--- config.mk ---
export PLATFORM = sky130hd
export DESIGN_NAME = spi_slave_mem
export DESIGN_NICKNAME = d
export VERILOG_FILES = /design/src/rtl/spi_pkg.sv /design/src/rtl/spi_mem_array.sv /design/src/rtl/spi_slave_mem.sv
export SDC_FILE = /design/constraint.sdc
export NUM_CORES = 1
export LEC_CHECK = 0
export BUFFER_PORTS_ARGS = -buffer_cell sky130_fd_sc_hd__buf_4
export CAP_MARGIN = 20
export CORE_MARGIN = 2
export CORE_UTILIZATION = 52
export CTS_BUF_LIST = sky130_fd_sc_hd__clkbuf_8
export CTS_CLUSTER_DIAMETER = 80
export DETAILED_ROUTE_END_ITERATION = 16
export PLACE_DENSITY_LB_ADDON = 0.25
export SETUP_SLACK_MARGIN = 0.4
export SLEW_MARGIN = 40
export SYNTH_ARGS = -nofsm -noshare
export SYNTH_HDL_FRONTEND = slang
export SYNTH_SLANG_ARGS = --single-unit
--- constraint.sdc ---
create_clock -name clk -period 3.04 [get_ports clk]
set_clock_uncertainty 0.05 [all_clocks]
set_input_delay 0.608 -clock clk [delete_from_list [all_inputs] [get_ports clk]]
set_output_delay 0.608 -clock clk [all_outputs]
set_load 0.03 [all_outputs]
--- src/rtl/spi_pkg.sv ---
// rtl/spi_pkg.sv - shared constants and FSM state encoding for the SPI slave memory
package spi_pkg;

  localparam int DATA_W     = 8;
  localparam int CMD_BITS   = 9;
  localparam int FRAME_BITS = 17;

  typedef enum logic [2:0] {
    ST_IDLE    = 3'd0,
    ST_RX_CMD  = 3'd1,
    ST_RX_DATA = 3'd2,
    ST_STORE   = 3'd3,
    ST_FETCH   = 3'd4,
    ST_TX_DATA = 3'd5
  } state_t;

endpackage

--- src/rtl/spi_mem_array.sv ---
// rtl/spi_mem_array.sv - DEPTH x 8 storage, synchronous write, combinational read
// SPI_MEM_INIT_EN defined: every location clears to 0x00 while rst is low.
module spi_mem_array
  import spi_pkg::*;
#(
  parameter int DEPTH = 32,
  parameter int AW    = 5
) (
  input  logic              clk,
  input  logic              rst,
  input  logic              we,
  input  logic [AW-1:0]     waddr,
  input  logic [DATA_W-1:0] wdata,
  input  logic [AW-1:0]     raddr,
  output logic [DATA_W-1:0] rdata
);

  logic [DATA_W-1:0] mem [DEPTH];

`ifdef SPI_MEM_INIT_EN
  always_ff @(posedge clk or negedge rst) begin
    if (!rst) begin
      for (int i = 0; i < DEPTH; i++) begin
        mem[i] <= '0;
      end
    end else if (we) begin
      mem[waddr] <= wdata;
    end
  end
`else
  // Without init the array carries no reset; the port stays for a uniform interface.
  logic unused_rst;
  assign unused_rst = rst;

  always_ff @(posedge clk) begin
    if (we) begin
      mem[waddr] <= wdata;
    end
  end
`endif

  assign rdata = mem[raddr];

endmodule

--- src/rtl/spi_slave_mem.sv ---
// rtl/spi_slave_mem.sv - SPI-style slave: 17-bit write / 9-bit read frames into a byte memory
// Memory reset on rst is enabled by defining SPI_MEM_INIT_EN.
module spi_slave_mem
  import spi_pkg::*;
#(
  parameter int DEPTH = 32
) (
  input  logic clk,
  input  logic rst,
  input  logic cs,
  input  logic mosi,
  output logic miso,
  output logic ready,
  output logic op_done
);

  localparam int AW = $clog2(DEPTH);

  state_t            state;
  logic [4:0]        cnt;
  logic              wr;
  logic [7:0]        addr;
  logic [7:0]        wdata;
  logic [DATA_W-1:0] shreg;
  logic [DATA_W-1:0] mem_rdata;
  logic              in_range;
  logic              mem_we;

  // Full 8-bit address is compared so high addresses never alias onto low locations.
  assign in_range = ({1'b0, addr} < 9'(DEPTH));
  assign mem_we   = (state == ST_STORE) && in_range;

  spi_mem_array #(
    .DEPTH(DEPTH),
    .AW   (AW)
  ) u_mem (
    .clk  (clk),
    .rst  (rst),
    .we   (mem_we),
    .waddr(addr[AW-1:0]),
    .wdata(wdata),
    .raddr(addr[AW-1:0]),
    .rdata(mem_rdata)
  );

  always_ff @(posedge clk or negedge rst) begin
    if (!rst) begin
      state   <= ST_IDLE;
      cnt     <= '0;
      wr      <= 1'b0;
      addr    <= '0;
      wdata   <= '0;
      shreg   <= '0;
      miso    <= 1'b0;
      ready   <= 1'b0;
      op_done <= 1'b0;
    end else begin
      ready   <= 1'b0;
      op_done <= 1'b0;
      case (state)
        ST_IDLE: begin
          cnt  <= '0;
          miso <= 1'b0;
          if (!cs) begin
            wr    <= mosi;
            cnt   <= 5'd1;
            state <= ST_RX_CMD;
          end
        end
        ST_RX_CMD: begin
          if (cs) begin
            cnt   <= '0;
            state <= ST_IDLE;
          end else begin
            addr <= {mosi, addr[7:1]};
            cnt  <= cnt + 5'd1;
            if (cnt == 5'(CMD_BITS - 1)) begin
              state <= wr ? ST_RX_DATA : ST_FETCH;
            end
          end
        end
        ST_RX_DATA: begin
          if (cs) begin
            cnt   <= '0;
            state <= ST_IDLE;
          end else begin
            wdata <= {mosi, wdata[7:1]};
            cnt   <= cnt + 5'd1;
            if (cnt == 5'(FRAME_BITS - 1)) begin
              op_done <= 1'b1;
              state   <= ST_STORE;
            end
          end
        end
        ST_STORE: begin
          cnt   <= '0;
          state <= ST_IDLE;
        end
        ST_FETCH: begin
          shreg <= in_range ? mem_rdata : '0;
          ready <= 1'b1;
          cnt   <= '0;
          state <= ST_TX_DATA;
        end
        ST_TX_DATA: begin
          // cnt counts bits already driven; the ready cycle itself drives nothing.
          if (cnt == 5'(DATA_W)) begin
            miso  <= 1'b0;
            cnt   <= '0;
            state <= ST_IDLE;
          end else begin
            miso  <= shreg[0];
            shreg <= {1'b0, shreg[DATA_W-1:1]};
            cnt   <= cnt + 5'd1;
          end
        end
        default: begin
          cnt   <= '0;
          state <= ST_IDLE;
        end
      endcase
    end
  end

endmodule
---- Yosys cells after proc, flatten, opt, wreduce, memory -nomap -nowiden ----
Memory sizes are Yosys's and may differ from the RTL's.
Cells that the tools add are included.
storage, ports and cells
  register bits ........................... 36
  bits in writable memories ............... 256
  bits of input ports ..................... 4
  output and inout port bits .............. 3
  logic and storage cells ................. 58
  memories ................................ 1
cells by class
  add/subtract/negate cells ............... 1
  order comparisons ....................... 1
  equal/unequal tests ..................... 12
  muxes and demuxes ....................... 23
  bitwise operators ....................... 1
  reductions and logical operators ........ 10
memory list
  memory     depth  bits a word  rd ports  clocked after memory_dff  wr ports  line                 RTL
  u_mem.mem  32     8            1         0                         1         spi_mem_array.sv:18  logic [DATA_W-1:0] mem [DEPTH];
operator list
  kind                                                                           number
  3-bit 2-to-1 mux                                                               7
  8-bit 2-to-1 mux                                                               2
  8-bit case mux with 2 select lines                                             1
  3-bit case mux with 5 select lines                                             1
  5-bit case mux with 3 select lines                                             1
  5-bit 2-to-1 mux                                                               2
  8-bit by 6-bit less-than comparator with 1-bit output (second input constant)  1
  1-bit 2-to-1 mux                                                               8
  2-bit AND reduction                                                            4
  3-bit by 2-bit equality test with 1-bit output (second input constant)         2
  3-bit equality test (second input constant)                                    2
  2-bit inequality test (second input constant)                                  3
  3-bit inequality test (second input constant)                                  2
  5-bit by 1-bit adder with 5-bit output (second input constant)                 1
  5-bit by 4-bit equality test with 1-bit output (second input constant)         1
  5-bit equality test (second input constant)                                    1
  4-bit AND reduction                                                            1
  2-bit nonzero test                                                             2
  3-bit by 1-bit equality test with 1-bit output (second input constant)         1
  3-bit zero test                                                                1
  1-bit case mux with 2 select lines                                             1
  2-bit OR reduction                                                             1
  1-bit logical AND                                                              1
  1-bit inverter                                                                 1

---- Depth between registers and ports, before layout ----
  word-level depth ........................ 4
  gate-level depth with buffers ........... 8
  mapped depth without buffers ............ 7

---- Cells and area by module ----
A second synthesis with hierarchy kept.
second synthesis, totals
  cells, all modules ...................... 558
  area total of the unflattened synthesis .. 11582.4 sq um
modules (own cells, without submodules)
  module         times used  cells an instance  area each (sq um)  sequential area each (sq um)
  spi_mem_array  1           409                9893.2             7687.4
  spi_slave_mem  1           149                1689.1             900.9

---- Worst setup path after synthesis ----
OpenSTA, ideal clock, no wires.
  path kind ............................... flip-flop to flip-flop
  start ................................... reg addr[6]
  end ..................................... mem u_mem.mem[28][0], enable pin
  library setup time ...................... 0.370 ns
  data arrival time ....................... 1.680 ns
  required time ........................... 2.620 ns
  path slack .............................. 0.940 ns
  cell stages (with the launch flop) ...... 5
  path buffers ............................ 0
  period minus slack after synthesis ...... 2.100 ns
  path through ............................ dfrtp_1 or3_1 nor4b_2 nand3_1 nor2_1
between the ends
  longest elaborated chain between the ends .. 4
RTL lines
  what                                                   line                 RTL
  start, declared                                        spi_slave_mem.sv:22  logic [7:0] addr;
  start signal, assigned                                 spi_slave_mem.sv:75  addr <= {mosi, addr[7:1]};
  8-bit by 6-bit less-than comparator with 1-bit output  spi_slave_mem.sv:30  assign in_range = ({1'b0, addr} < 9'(DEPTH));
  1-bit logical AND                                      spi_slave_mem.sv:31  assign mem_we = (state == ST_STORE) && in_range;
  1-bit 2-to-1 mux                                       spi_mem_array.sv:36  if (we) begin
  1-bit 2-to-1 mux (not written as such)                 spi_mem_array.sv:37  mem[waddr] <= wdata;
  end, declared                                          spi_mem_array.sv:18
Every way passes these cells.

---- Worst setup path in the final report ----
  start ................................... reg addr[1]
  end ..................................... reg shreg[4]
between the ends
  longest elaborated chain between the ends .. 3
  elaborated cells between the ends (all ways) .. 4
  those cells by class .................... order compare (1); mux (2); memory (1)
RTL lines
  what                                                                                                    line                  RTL
  memory read 32 x 8 bit / 8-bit by 6-bit less-than comparator with 1-bit output (equally long branches)  n/a
  8-bit 2-to-1 mux *                                                                                      spi_slave_mem.sv:100  shreg <= in_range ? mem_rdata : '0;
  8-bit case mux with 2 select lines *                                                                    spi_slave_mem.sv:60   case (state)
  end signal, assigned                                                                                    spi_slave_mem.sv:100
  end signal, assigned                                                                                    spi_slave_mem.sv:113  shreg <= {1'b0, shreg[DATA_W-1:1]};
  end, declared                                                                                           spi_slave_mem.sv:24   logic [DATA_W-1:0] shreg;
Mark *: on every way between the ends. The rest lies on a longest branch, timed or not.
A chain may end at the register's enable or synchronous reset.

==> results by group <==
Run status
  • Status: completed

Worst setup path
  • CP Class: flop to flop
  • Worst EP arrival: 2.91 ns
  • Startpoint Class: flop
  • Worst Path Required: between 3 and 4 ns
  • CP Max Fanout: 17
  • CP endpoint kind: flop

Synthesis
  • Cell count after synthesis: 700
  • Syn avg cell area: 16.76 um^2
  • Synth Register Bits: between 200 and 300
  • Number of synthesized flops with an enable pin: ~260
  • Asr flop ratio synth: 0.1233
  • Netlist cell types: 45
  • Synth area leader: edfxtp_1
  • Yosys warning count: 0
  • Synth area leaders: edfxtp_1 (66%), mux2i_1 (11%), dfrtp_1 (7.7%)
  • Mapped Area: between 10000 and 15000 um^2
  • Sequential fraction of the synthesis area: 0.7319
  • Synth Flop Type: edfxtp_1
  • Top-area cell type share of the netlist area: 0.6552
  • Synthesized Nets: ~710

Placed design
  • PortBufs: 6
  • GP Congestion: between 0.9 and 1
  • Dpl hpwl: about 17 mm

Timing
  • RSZ-0062 raised after global routing: false
  • Max Freq: 0.3928 GHz
  • Final Hold Viols: 0
  • Setup TNS: 0 ns
  • Hold slack: 0.2592 ns
  • Tcrit/Tclk final: 0.8374
  • Final setup fails: 0
  • Worst rel slew slack: 0.5634
  • Minimum clock period after layout: around 2.5 ns
  • Slew Viols, Final: 0
  • Slew @ Worst Pin: approximately 0.65 ns

Floorplan
  • Io pins: 7
  • Die Area: 23780 um^2
  • Starting Density: 0.5344
  • Die width: ~150 um
  • Die height: 154.2 um
  • Row cnt: 54
  • CORE AREA: roughly 22000 um^2

Power and ir drop
  • Clock Power Share: 0.366
  • Switching Share: 0.2393
  • Switch Pwr: 0.001943 W
  • Pwr/cell area: between 600 and 700 nW/um^2
  • Leak pwr: 4.449 nW
  • Seq pwr share: 0.556
  • Final Total Pwr: between 0.008 and 0.009 W
  • Maximum VDD drop: between 400 and 500 uV
  • Combinational power share: 0.078
  • Internal: about 0.006 W

Global routing
  • Initial antenna violation count: 0
  • Gr usage total: 0.2266
  • Pin count of the biggest net entering global routing: 37
  • Overflow left after global routing: 0
  • Vias in the first global route: around 6600
  • First-pass GRT wire length: between 30 and 40 mm

Clock tree
  • # clock sinks: roughly 290
  • Worst-case clock buffer depth: 3
  • Total clock buffers created by CTS: 45
  • Reg clk slew, reported paths: around 0.060 ns
  • Clk root buf: clkbuf_8
  • CTS tree: done
  • H-Tree Depth: 2
  • Clock latency on the worst-skew pair: ~0.55 ns

Detailed routing
  • DRC violations left: 0
  • Via-to-Cell Ratio: roughly 6.1
  • DRT antenna net count: 0
  • Avg WL per Cell: 24.64 um
  • Final wirelength: roughly 26 mm
  • Initial DRC Count: about 600
  • Initial DRT Pass Iterations: 5
  • Routed via count: roughly 6500

Final layout
  • NumNets Final: 760
  • Share of layout cells above drive strength 1: 0.1783
  • Register area: 8596 um^2
  • Commonest non-fill, non-tap cell in the layout: edfxtp_1
  • Multi-input gate area: approximately 2900 um^2
  • Commonest cells after routing, fill and taps aside: edfxtp_1 (256), mux2i_1 (128), o22ai_1 (67)
  • Antenna cells: 0
  • Area growth syn-to-layout: 11.61%
  • # fillers: 1615

Min path
  • Hold Crit Class: input pin to flop

Job
  • MaxCap Viol Count: 0
what timing repair did:
| action | 4_1_cts | 5_1_grt |
|---|---|---|
| setup buffers | 0 | 0 |
| cloned | 0 | 0 |
| resized for setup | 2 | 16 |
| hold buffers | 1 | 0 |
| setup endpoints to repair | 40 | 89 |
| endpoints found under the hold margin | 36 | 0 |
logic make-up after synthesis:
group | share of synthesized area
AND/OR/NAND/NOR | 0.06515
flip-flops | 0.7319
multiplexers | 0.1265
buffers and inverters | 0.02399
AO/OA/AOI/OAI | 0.04734
adder cells (fa/ha/maj) | 0.002132
XOR/XNOR | 0.002986
worst max-delay path, cell delays in order, from the launching register on:
cell and delay [ns]:
dfrtp_4 0.63, buf_4 0.37, mux2i_1 0.25, o22ai_1 0.17, nor4_1 0.53, nand2_1 0.10
a221o_1 0.31
per-layer routing:
metal | track usage | routed length [um] | vias up
met3 | 0.04203 | 1835 | 50
met5 | 0 | 0 | -
met1 | 0.3174 | 11110 | 3293
met2 | 0.3654 | 12790 | 277
met4 | 0.07165 | 650 | 0
li1 | - | - | 2888
synth_stat cells (all sizes together), types with 3 or more instances:
master     n
nand3      4
and3       7
nor2b      5
dfrtp     36
a221o      7
inv        4
a21oi      5
nand2     21
buf       32
nor2      42
mux2i    128
nand4b     4
mux2      18
o22ai     67
edfxtp   256
nand4bb    7
nand2b     4
clkbuf     8
nor4      18
or4b       4
nor3       3
stage by stage:
| stage | utilization | worst slack (ns) | instance area [um^2] | instances |
|---|---|---|---|---|
| 2_1_floorplan | - | 0.9401 | 11730 | 700 |
| 3_3_place_gp | 0.5552 | 0.4753 | 12190 | 986 |
| 3_5_place_dp | 0.5554 | 0.3947 | 12200 | 986 |
| 4_1_cts | 0.5940 | 0.3775 | 13040 | 1071 |
| 5_1_grt | 0.5964 | 0.4147 | 13100 | 1071 |
| 6_report | 0.5964 | 0.4943 | 13100 | 1071 |
path summary, 6_finish.rpt:
check / cells past startpoint / slack (ns) / endpoint / start
max: 6 / 0.49 / shreg[4] / addr[1]
max in group asynchronous: 2 / 2.05 / addr[1] / rst
max reg2reg: 6 / 0.49 / shreg[4] / addr[1]
min reg2reg: 1 / 0.45 / shreg[7] / shreg[7]
min in group asynchronous: 2 / 0.51 / miso / rst
min: 2 / 0.26 / addr[7] / mosi
flip-flops by register name (all words and copies together), names as in the netlist:
register and cells:
shreg 8, wdata 8, op_done 1, state 3
cnt 5, wr 1, u_mem.mem 256, miso 1
ready 1, addr 8
area by class of cell:
| class | instances | area share |
|---|---|---|
| multi-input cells | 364 | 0.2230 |
| flip-flops and latches | 292 | 0.6563 |
| repair buffers | 47 | 0.02933 |
| clock inverters | 34 | 0.01089 |
| clock buffers | 50 | 0.05255 |
| well taps | 280 | 0.02675 |
| inverters | 4 | 0.001146 |
power groups by stage:
stage / Combinational (W) / Sequential (W) / Clock (W)
global route: 0.000687 / 0.00453 / 0.00321
floorplan: 0.000442 / 0.00456 / 0
finish: 0.000637 / 0.00452 / 0.00297
global placement: 0.000590 / 0.00458 / 0
detailed placement: 0.000616 / 0.00458 / 0
CTS: 0.000618 / 0.00450 / 0.00302
Note: power is estimated with default switching activity, not from simulation.
